### src/rtl/player_pkg.sv
// -----------------------------------------------------------------------------
// player_pkg
// Shared types and helpers for the player scheduler.
//   ADDR_W     : width of the row-major player address
//   ps_state_t : scheduler FSM states
//   dir_t      : move direction; the encoding doubles as the button bit index
//                (bit0 up, bit1 down, bit2 left, bit3 right)
//   pick_dir   : priority select up > down > left > right
//   move_addr  : one grid step with clamping at the edges (no wrap)
// -----------------------------------------------------------------------------
package player_pkg;

   localparam int ADDR_W = 4;

   typedef enum logic [1:0] {IDLE, ARMED, COMMIT, HOLD} ps_state_t;

   typedef enum logic [1:0] {DIR_UP, DIR_DOWN, DIR_LEFT, DIR_RIGHT} dir_t;

   // Caller guarantees at least one bit is set; the fall-through value is
   // only reached for a request of 4'b1000.
   function automatic dir_t pick_dir(input logic [3:0] i_req);
      if (i_req[0])      return DIR_UP;
      else if (i_req[1]) return DIR_DOWN;
      else if (i_req[2]) return DIR_LEFT;
      else               return DIR_RIGHT;
   endfunction

   function automatic logic [ADDR_W-1:0] move_addr(
      input logic [ADDR_W-1:0] i_addr,
      input dir_t              i_dir,
      input int                i_gw,
      input int                i_gh
   );
      int row;
      int col;
      int n;
      row = int'(i_addr) / i_gw;
      col = int'(i_addr) % i_gw;
      case (i_dir)
         DIR_UP:    if (row > 0)        row = row - 1;
         DIR_DOWN:  if (row < i_gh - 1) row = row + 1;
         DIR_LEFT:  if (col > 0)        col = col - 1;
         DIR_RIGHT: if (col < i_gw - 1) col = col + 1;
         default:   ;
      endcase
      n = row * i_gw + col;
      return n[ADDR_W-1:0];
   endfunction

endpackage

### src/rtl/input_sync.sv
// -----------------------------------------------------------------------------
// input_sync
// N-bit two-flop synchroniser with a third flop for edge detection.
//   i_clk    : destination clock
//   i_rst_n  : asynchronous active-low reset; all flops load IDLE_VAL
//   i_async  : raw asynchronous inputs
//   o_level  : synchronised level
//   o_rise   : one-cycle pulse on a synchronised 0->1 transition
//   o_fall   : one-cycle pulse on a synchronised 1->0 transition
// IDLE_VAL lets active-low signals (vsync) reset to their inactive level so no
// spurious edge is reported when reset is released.
// -----------------------------------------------------------------------------
module input_sync #(
   parameter int             N        = 5,
   parameter logic [N-1:0]   IDLE_VAL = '0
) (
   input  logic         i_clk,
   input  logic         i_rst_n,
   input  logic [N-1:0] i_async,
   output logic [N-1:0] o_level,
   output logic [N-1:0] o_rise,
   output logic [N-1:0] o_fall
);

   logic [N-1:0] r_meta;
   logic [N-1:0] r_sync;
   logic [N-1:0] r_prev;

   always_ff @(posedge i_clk or negedge i_rst_n) begin
      if (!i_rst_n) begin
         r_meta <= IDLE_VAL;
         r_sync <= IDLE_VAL;
         r_prev <= IDLE_VAL;
      end else begin
         r_meta <= i_async;
         r_sync <= r_meta;
         r_prev <= r_sync;
      end
   end

   assign o_level = r_sync;
   assign o_rise  = r_sync & ~r_prev;
   assign o_fall  = ~r_sync & r_prev;

endmodule

### src/rtl/player_scheduler.sv
// -----------------------------------------------------------------------------
// player_scheduler
// Frame-synchronous sequencer for the renderer's player_address. Button
// requests are latched at any time but only committed after a vsync fall, so
// the address never changes in the middle of a frame.
//   clk            : pixel clock (clk_25 domain)
//   rst            : asynchronous active-low reset
//   vsync          : active-low vertical sync
//   btn_up/down/left/right : raw asynchronous buttons, active-high
//   player_address : current grid cell, row*GRID_W + col
//   frame_tick     : one-cycle strobe per synchronised vsync fall
//   pending        : a move is latched and waits for the next frame_tick
//   state_dbg      : current FSM state
// frame_tick and pending are plain strobes/levels; there is no back-pressure.
// -----------------------------------------------------------------------------
module player_scheduler
   import player_pkg::*;
#(
   parameter int                GRID_W        = 4,
   parameter int                GRID_H        = 4,
   parameter logic [ADDR_W-1:0] START_ADDR    = '0,
   parameter int                REPEAT_FRAMES = 8
) (
   input  logic              clk,
   input  logic              rst,
   input  logic              vsync,
   input  logic              btn_up,
   input  logic              btn_down,
   input  logic              btn_left,
   input  logic              btn_right,
   output logic [ADDR_W-1:0] player_address,
   output logic              frame_tick,
   output logic              pending,
   output ps_state_t         state_dbg
);

   generate
      if (GRID_W * GRID_H > 16) begin : g_bad_grid
         $error("player_scheduler: GRID_W*GRID_H must not exceed 16");
      end
      if (REPEAT_FRAMES < 1 || REPEAT_FRAMES > 15) begin : g_bad_repeat
         $error("player_scheduler: REPEAT_FRAMES must be in 1..15");
      end
   endgenerate

   localparam logic [3:0] LP_RPT = 4'(REPEAT_FRAMES);

   // Bit 4 is vsync (idles high), bits 3:0 are the buttons (idle low).
   logic [4:0] w_level;
   logic [4:0] w_rise;
   logic [4:0] w_fall;

   input_sync #(
      .N        (5),
      .IDLE_VAL (5'b10000)
   ) u_sync (
      .i_clk   (clk),
      .i_rst_n (rst),
      .i_async ({vsync, btn_right, btn_left, btn_down, btn_up}),
      .o_level (w_level),
      .o_rise  (w_rise),
      .o_fall  (w_fall)
   );

   logic w_unused;
   assign w_unused = ^{w_level[4], w_rise[4], w_fall[3:0]};

   logic [3:0] w_btn_level;
   logic [3:0] w_btn_rise;
   logic [3:0] w_other_rise;

   ps_state_t         r_state;
   dir_t              r_dir;
   logic              r_pending;
   logic              r_tick;
   logic [3:0]        r_cnt;
   logic [ADDR_W-1:0] r_addr;

   assign w_btn_level  = w_level[3:0];
   assign w_btn_rise   = w_rise[3:0];
   // Rises of any button other than the one currently latched.
   assign w_other_rise = w_btn_rise & ~(4'b0001 << r_dir);

   always_ff @(posedge clk or negedge rst) begin
      if (!rst) begin
         r_state   <= IDLE;
         r_dir     <= DIR_UP;
         r_pending <= 1'b0;
         r_tick    <= 1'b0;
         r_cnt     <= '0;
         r_addr    <= START_ADDR;
      end else begin
         r_tick <= w_fall[4];
         case (r_state)
            // A rise coinciding with frame_tick is latched here, so it commits
            // on the following frame rather than this one.
            IDLE: begin
               if (|w_btn_rise) begin
                  r_dir     <= pick_dir(w_btn_rise);
                  r_pending <= 1'b1;
                  r_state   <= ARMED;
               end
            end
            ARMED: begin
               if (r_tick) r_state <= COMMIT;
            end
            COMMIT: begin
               r_addr    <= move_addr(r_addr, r_dir, GRID_W, GRID_H);
               r_pending <= 1'b0;
               r_cnt     <= LP_RPT;
               r_state   <= HOLD;
            end
            HOLD: begin
               if (|w_other_rise) begin
                  r_dir     <= pick_dir(w_other_rise);
                  r_pending <= 1'b1;
                  r_state   <= ARMED;
               end else if (!w_btn_level[r_dir]) begin
                  r_state <= IDLE;
               end else if (r_cnt == 4'd0) begin
                  // Auto-repeat: the held button re-arms the same direction.
                  r_pending <= 1'b1;
                  r_state   <= ARMED;
               end else if (r_tick) begin
                  r_cnt <= r_cnt - 4'd1;
               end
            end
            default: r_state <= IDLE;
         endcase
      end
   end

   assign player_address = r_addr;
   assign frame_tick     = r_tick;
   assign pending        = r_pending;
   assign state_dbg      = r_state;

endmodule

### config.mk
export PLATFORM = sky130hd
export DESIGN_NAME = player_scheduler
export DESIGN_NICKNAME = d
export VERILOG_FILES = /design/src/rtl/player_pkg.sv /design/src/rtl/input_sync.sv /design/src/rtl/player_scheduler.sv
export SDC_FILE = /design/constraint.sdc
export NUM_CORES = 1
export LEC_CHECK = 0
export ABC_AREA = 0
export CORE_ASPECT_RATIO = 0.75
export CORE_MARGIN = 1
export CORE_UTILIZATION = 50
export CTS_BUF_LIST = sky130_fd_sc_hd__clkbuf_16
export CTS_CLUSTER_DIAMETER = 30
export DETAILED_ROUTE_END_ITERATION = 8
export HOLD_SLACK_MARGIN = 0.05
export PLACE_DENSITY = 0.82
export SYNTH_ARGS = -nofsm -noshare
export SYNTH_HDL_FRONTEND = slang
export SYNTH_SLANG_ARGS = --single-unit
### constraint.sdc
create_clock -name clk -period 4.8 [get_ports clk]
set_input_delay 0.48 -clock clk [delete_from_list [all_inputs] [get_ports clk]]
set_output_delay 0.48 -clock clk [all_outputs]
set_load 0.01 [all_outputs]
==> results of run 1 <==
[worst max-delay path: cells and delay by family, from the launching register on]
kind	cells	cell delay, ns
fa+ha+maj	2	0.68
flops	1	0.57
compound gates	4	0.52
xor+xnor	1	0.32
simple gates	1	0.10
[synth_stat cells, drive strengths merged (3+ instances only)]
cell type | number | area [sq um]
nand2b | 4 | 25.0
mux2 | 6 | 67.6
nor2b | 5 | 31.3
dfrtp | 26 | 651
nand2 | 8 | 30.0
dfstp | 3 | 78.8
o21ai | 8 | 40.0
a211oi | 5 | 42.5
a21oi | 3 | 15.0
inv | 11 | 41.3
ha | 12 | 150
nor2 | 5 | 18.8
[cell families (layout without fill, tap and decap cells)]
kind of cell	after synthesis	after routing
compound gates	30	30
xor+xnor	1	1
buf+inv	14	34
mux	9	9
fa+ha+maj	13	13
simple gates	37	37
flops	29	29
[report_power, final]
part / internal (mW) / switching (mW)
logic: 0.229 / 0.228
clock network: 0.242 / 0.102
registers: 0.304 / 0.0857
[flip-flops by register name, indices dropped and copies added (netlist names)]
register        cells
u_sync.o_level      5
u_sync.r_meta       5
u_sync.r_prev       5
player_address      4
r_cnt               4
r_dir               2
state_dbg           2
frame_tick          1
pending             1
[layout by cell type (no fill, tap or decap), types with 3 or more instances in the layout]
cell and n:
a21oi_1 3, nor2b_1 5, inv_1 11, dfrtp_1 26, nand2_1 8, clkbuf_16 5
clkdlybuf4s50_1 14, mux2_1 5, o21ai_0 8, nand2b_1 4, ha_1 12, nor2_1 5
a211oi_1 4, dfstp_2 3
[worst paths after layout]
check | end | depth (start not counted)
setup / recovery | player_address[3] | 8
hold / removal | u_sync.o_level[1] | 0
setup reg to reg | player_address[3] | 8
hold reg to reg | u_sync.o_level[1] | 0
max in group asynchronous | u_sync.r_meta[4] | 2
min in group asynchronous | player_address[3] | 2
[stage by stage]
step	util	hold slack (ns)
after CTS	0.678	0.355
after detailed placement	0.617	0.337
final	0.678	0.350
after global routing	0.678	0.360
after floorplan	-	0.184
after global placement	0.617	0.333
[cell type report]
type | count | area, sq um | area share
inverter | 11 | 41.3 | 0.0224
sequential | 29 | 729 | 0.395
clock buffer | 5 | 125 | 0.0678
multi-input combinational | 90 | 717 | 0.388
timing repair buffer | 15 | 148 | 0.0799
clock inverter | 3 | 41.3 | 0.0224
tap | 36 | 45.0 | 0.0244
[per-layer routing]
layer  GRT usage  wire [microns]  share of wire
met5           0               0              0
met2       0.328            1330           0.49
met4      0.0870              39          0.014
met1       0.247            1250           0.46
met3      0.0556             116          0.042
==> flow_summary.yaml, run 1 <==
run_status:
  outcome: "finished, final reports clean"
synthesis:
  synth_xor_area_frac: 0.00581
  synth-seq-cells: 29
  ys.flop_type: "dfrtp_1"
  syn-num-nets: 152
  synth_compound_area_frac: 0.148
  netlist_area_sq_um: 1510
  synthArstFlopShare: 1.00
  synth_top_family_by_area: "compound AO/OA/AOI/OAI gates"
  synth_mux_area_frac: 0.0731
  synthAdderAreaFrac: 0.106
  synthCells: 133
  synth-simple-area-share: 0.143
  ys_seq_area_frac: 0.484
  synth-edff-count: 0
  yosys.cell_types.count: 44
  ys_warn_count: 0
  syn_avg_cell_area_sq_um: 11.3
placed_design:
  gp_congestion: 0.806
  post-place-ws_ns: 2.55
  dp.cells: 181
  port-buffer-count: 14
  dpl.hpwl_microns: 1870
  dpl-instance-area_sq_um: 1680
critical_path:
  cp-start-kind: "flip-flop"
  critical_path_class: "reg2reg"
  crit_required_ns: 4.99
  crit_path_start: "r_dir[0]"
  crit_fanout: 18
  arrival_ns: 2.47
  setup.worst_path.end_class: "flip-flop"
  slowest_stage: "dfrtp_1"
  rrSetupSlack_ns: 2.51
  slowest_delay_ns: 0.57
  cp_cell_sequence: "maj3_1 > nor2_1 > a21oi_1 > ha_1 > xnor2_1 > o31a_1 > o22ai_1 > a31oi_1"
  r2r_start: "r_dir[0]"
final_layout:
  nNetsFinal: 171
  diodes: 0
  fill_cells: 203
  fin_cells: 189
  drive_gt1_frac: 0.131
  syn_to_final_growth_pct: 22.6
  finalInstanceArea_sq_um: 1850
sta:
  finalCriticalPeriod_ns: 2.29
  setup_viol: 0
  setup_ws_ns: 2.51
  hold_violations: 0
  final_max_slew_viol_count: 0
  tns_ns: 0
  period_share: 0.476
  rsz0062_at_grt: "false"
  skew_ns: 0.00457
  tightest_slew_ns: 0.531
  max-slew-margin-rel: 0.646
  fmax_ghz: 0.437
flow_run:
  cap_violations: 0
drt:
  drt-wirelength-per-cell_microns: 14.5
  first_pass_iters: 4
  drtIter0Drc: 39
  vias_per_cell: 5.67
  vias: 1072
  antenna_left: 0
  drcViolationCount: 0
  wl_microns: 2740
cts:
  path_clk_slew_ns: 0.05
  cts_tree: "yes"
  cts_setup_buffers: 0
  clock_sinks: 29
  ctsRootBufferMaster: "clkbuf_16"
  htree_levels: 2
  cts.path.max_buffers: 2
  cts_buffers: 5
  post_cts_resized: 0
  ctsHoldBuffers: 0
  worst_skew_pair.late_latency_ns: 0.27
power:
  power_mw: 1.19
  leakage_nw: 0.771
  power_density_nw_per_um2: 644
  ir_drop_mv: 0.299
global_routing:
  grt_use_total: 0.200
  grt_pass1_vias: 1055
  grt_pass1_wl_microns: 4730
  grt_max_degree: 30
  antenna_found_initial: 0
  grt_overflow: 0
worst_hold_path:
  hold_path.class: "reg2reg"
  worstHoldStart: "u_sync.r_meta[1]"
floorplanning:
  start_util: 0.553
  die_y_microns: 49.5
  coreArea_sq_um: 2720
  die_w_microns: 65.4
  die_area_sq_um: 3240
  row_count: 16
  design.portCount: 15
Power figures use the tool's default switching activity.
==> run 2, diff against run 1 <==
==> constraint.sdc (replaced) <==
create_clock -name clk -period 2.2 [get_ports clk]
set_input_delay 0.22 -clock clk [delete_from_list [all_inputs] [get_ports clk]]
set_output_delay 0.22 -clock clk [all_outputs]
set_load 0.01 [all_outputs]
==> flow_summary.yaml, run 2 (synthesized netlist as in run 1, its figures left out) <==
run_status:
  outcome: "finished, final reports clean"
final_layout:
  nNetsFinal: 173
  layout_common_cells: "dfrtp_1 (25), clkdlybuf4s50_1 (14), inv_1 (12), ha_1 (11)"
  ff_latch_area_sq_um: 731
  fin_cells: 191
  fin_util: 0.689
  finalInstanceArea_sq_um: 1880
  diodes: 0
  fill_cells: 189
  multi_input_area_sq_um: 732
  drive_gt1_frac: 0.168
  syn_to_final_growth_pct: 24.5
  final_common_cell: "dfrtp_1"
cts:
  ctsHoldBuffers: 0
  cts_tree: "yes"
  clock_sinks: 29
  cts.path.max_buffers: 2
  path_clk_slew_ns: 0.05
  worst_skew_pair.late_latency_ns: 0.27
  cts_buffers: 5
  htree_levels: 2
  ctsRootBufferMaster: "clkbuf_16"
drt:
  first_pass_iters: 4
  drt-wirelength-per-cell_microns: 15.6
  antenna_left: 0
  drcViolationCount: 0
  vias_per_cell: 5.92
  drtIter0Drc: 78
  vias: 1130
  wl_microns: 2980
power:
  clkPwrFrac: 0.278
  pwr-share-comb: 0.406
  ir_drop_mv: 1.21
  power_density_nw_per_um2: 1420
  switchingPower_uw: 934
  leakage_nw: 0.787
  intPower_mw: 1.73
  seq_power_share: 0.316
  switching_share: 0.351
critical_path:
  critical_path_class: "reg2reg"
  cp-start-kind: "flip-flop"
  crit_fanout: 11
  arrival_ns: 2.29
  setup.worst_path.end_class: "flip-flop"
  crit_required_ns: 2.34
flow_run:
  cap_violations: 0
floorplanning:
  row_count: 16
  die_y_microns: 49.5
  die_w_microns: 65.4
  start_util: 0.553
  coreArea_sq_um: 2720
  design.portCount: 15
  die_area_sq_um: 3240
sta:
  max-slew-margin-rel: 0.734
  fmax_ghz: 0.466
  skew_ns: 0.00971
  finalCriticalPeriod_ns: 2.14
  rsz0062_at_grt: "false"
  tns_ns: 0
  period_share: 0.975
  hold_violations: 0
  final_max_slew_viol_count: 0
  tightest_slew_ns: 0.396
  setup_viol: 0
placed_design:
  dp.cells: 182
  dpl.hpwl_microns: 1970
  dpl-instance-area_sq_um: 1690
  port-buffer-count: 14
  gp_congestion: 0.828
global_routing:
  grt_pass1_vias: 1131
  grt_max_degree: 30
  antenna_found_initial: 0
  grt_pass1_wl_microns: 5150
  grt_overflow: 0
  grt_use_total: 0.212
worst_hold_path:
  hold_path.class: "in2async"
[run 2: cell type report]
type,count,share of cell area
Clock inverter,3,0.0207
Inverter,11,0.0220
Tap cell,36,0.0240
Clock buffer,5,0.0667
Timing Repair Buffer,17,0.0867
Sequential cell,29,0.390
Multi-Input combinational cell,90,0.390
[run 2: power by group through the flow]
| stage | combinational [mW] | clock [mW] | sequential (mW) |
|---|---|---|---|
| floorplan | 0.739 | 0 | 0.798 |
| global placement | 0.963 | 0 | 0.822 |
| detailed placement | 1.02 | 0 | 0.837 |
| CTS | 1.05 | 0.750 | 0.832 |
| global route | 1.20 | 0.781 | 0.864 |
| finish | 1.08 | 0.740 | 0.841 |
[run 2: final timing paths]
check / startpoint / to / slack, ns / depth (start not counted)
worst max register to register: r_dir[0] / state_dbg[1] / 0.06 / 5
min in group clk: u_sync.r_meta[1] / u_sync.o_level[1] / 0.35 / 0
worst min register to register: u_sync.r_meta[1] / u_sync.o_level[1] / 0.35 / 0
worst max-delay path: r_dir[0] / state_dbg[1] / 0.06 / 5
worst min-delay path: rst / player_address[3] / 0.34 / 2
max in group asynchronous: rst / u_sync.r_prev[4] / 1.55 / 2
[run 2: worst max-delay path, stage by stage (launching register included)]
cell,delay [ns]
dfrtp_2,0.47
or3b_1,0.43
a32o_2,0.31
o21a_4,0.14
a221o_1,0.35
mux2_1,0.32
[run 2: repair_timing]
action / in CTS / in global routing
resized for setup: 0 / 4
setup buffers: 0 / 1
endpoints found under the setup margin: 0 / 5
[run 2: metrics by stage]
stage | worst slack (ns) | power, mW | hold slack (ns)
3_5_place_dp | 0.0427 | 1.86 | 0.339
6_report | 0.0559 | 2.66 | 0.336
2_1_floorplan | 0.0728 | 1.54 | -0.0756
3_3_place_gp | 0.166 | 1.78 | 0.333
5_1_grt | 0.0103 | 2.84 | 0.357
4_1_cts | 0.0292 | 2.63 | 0.353
[run 2: per-layer routing]
layer,vias to the layer above,global-route usage,part of all wire
li1,520,-,-
met1,543,0.263,0.43
met2,54,0.345,0.48
met3,13,0.0718,0.069
met4,0,0.0725,0.024
met5,-,0,0
==> run 3, diff against run 2 <==
--- a/config.mk
+++ b/config.mk
@@ -11,6 +11,7 @@
 export CORE_UTILIZATION = 50
 export CTS_BUF_LIST = sky130_fd_sc_hd__clkbuf_16
 export CTS_CLUSTER_DIAMETER = 30
+export CTS_CLUSTER_SIZE = 16
 export DETAILED_ROUTE_END_ITERATION = 8
 export HOLD_SLACK_MARGIN = 0.05
 export PLACE_DENSITY = 0.82
==> results of run 3 <==
Same layout as run 2: the final DEF is identical, and so are final timing and power.
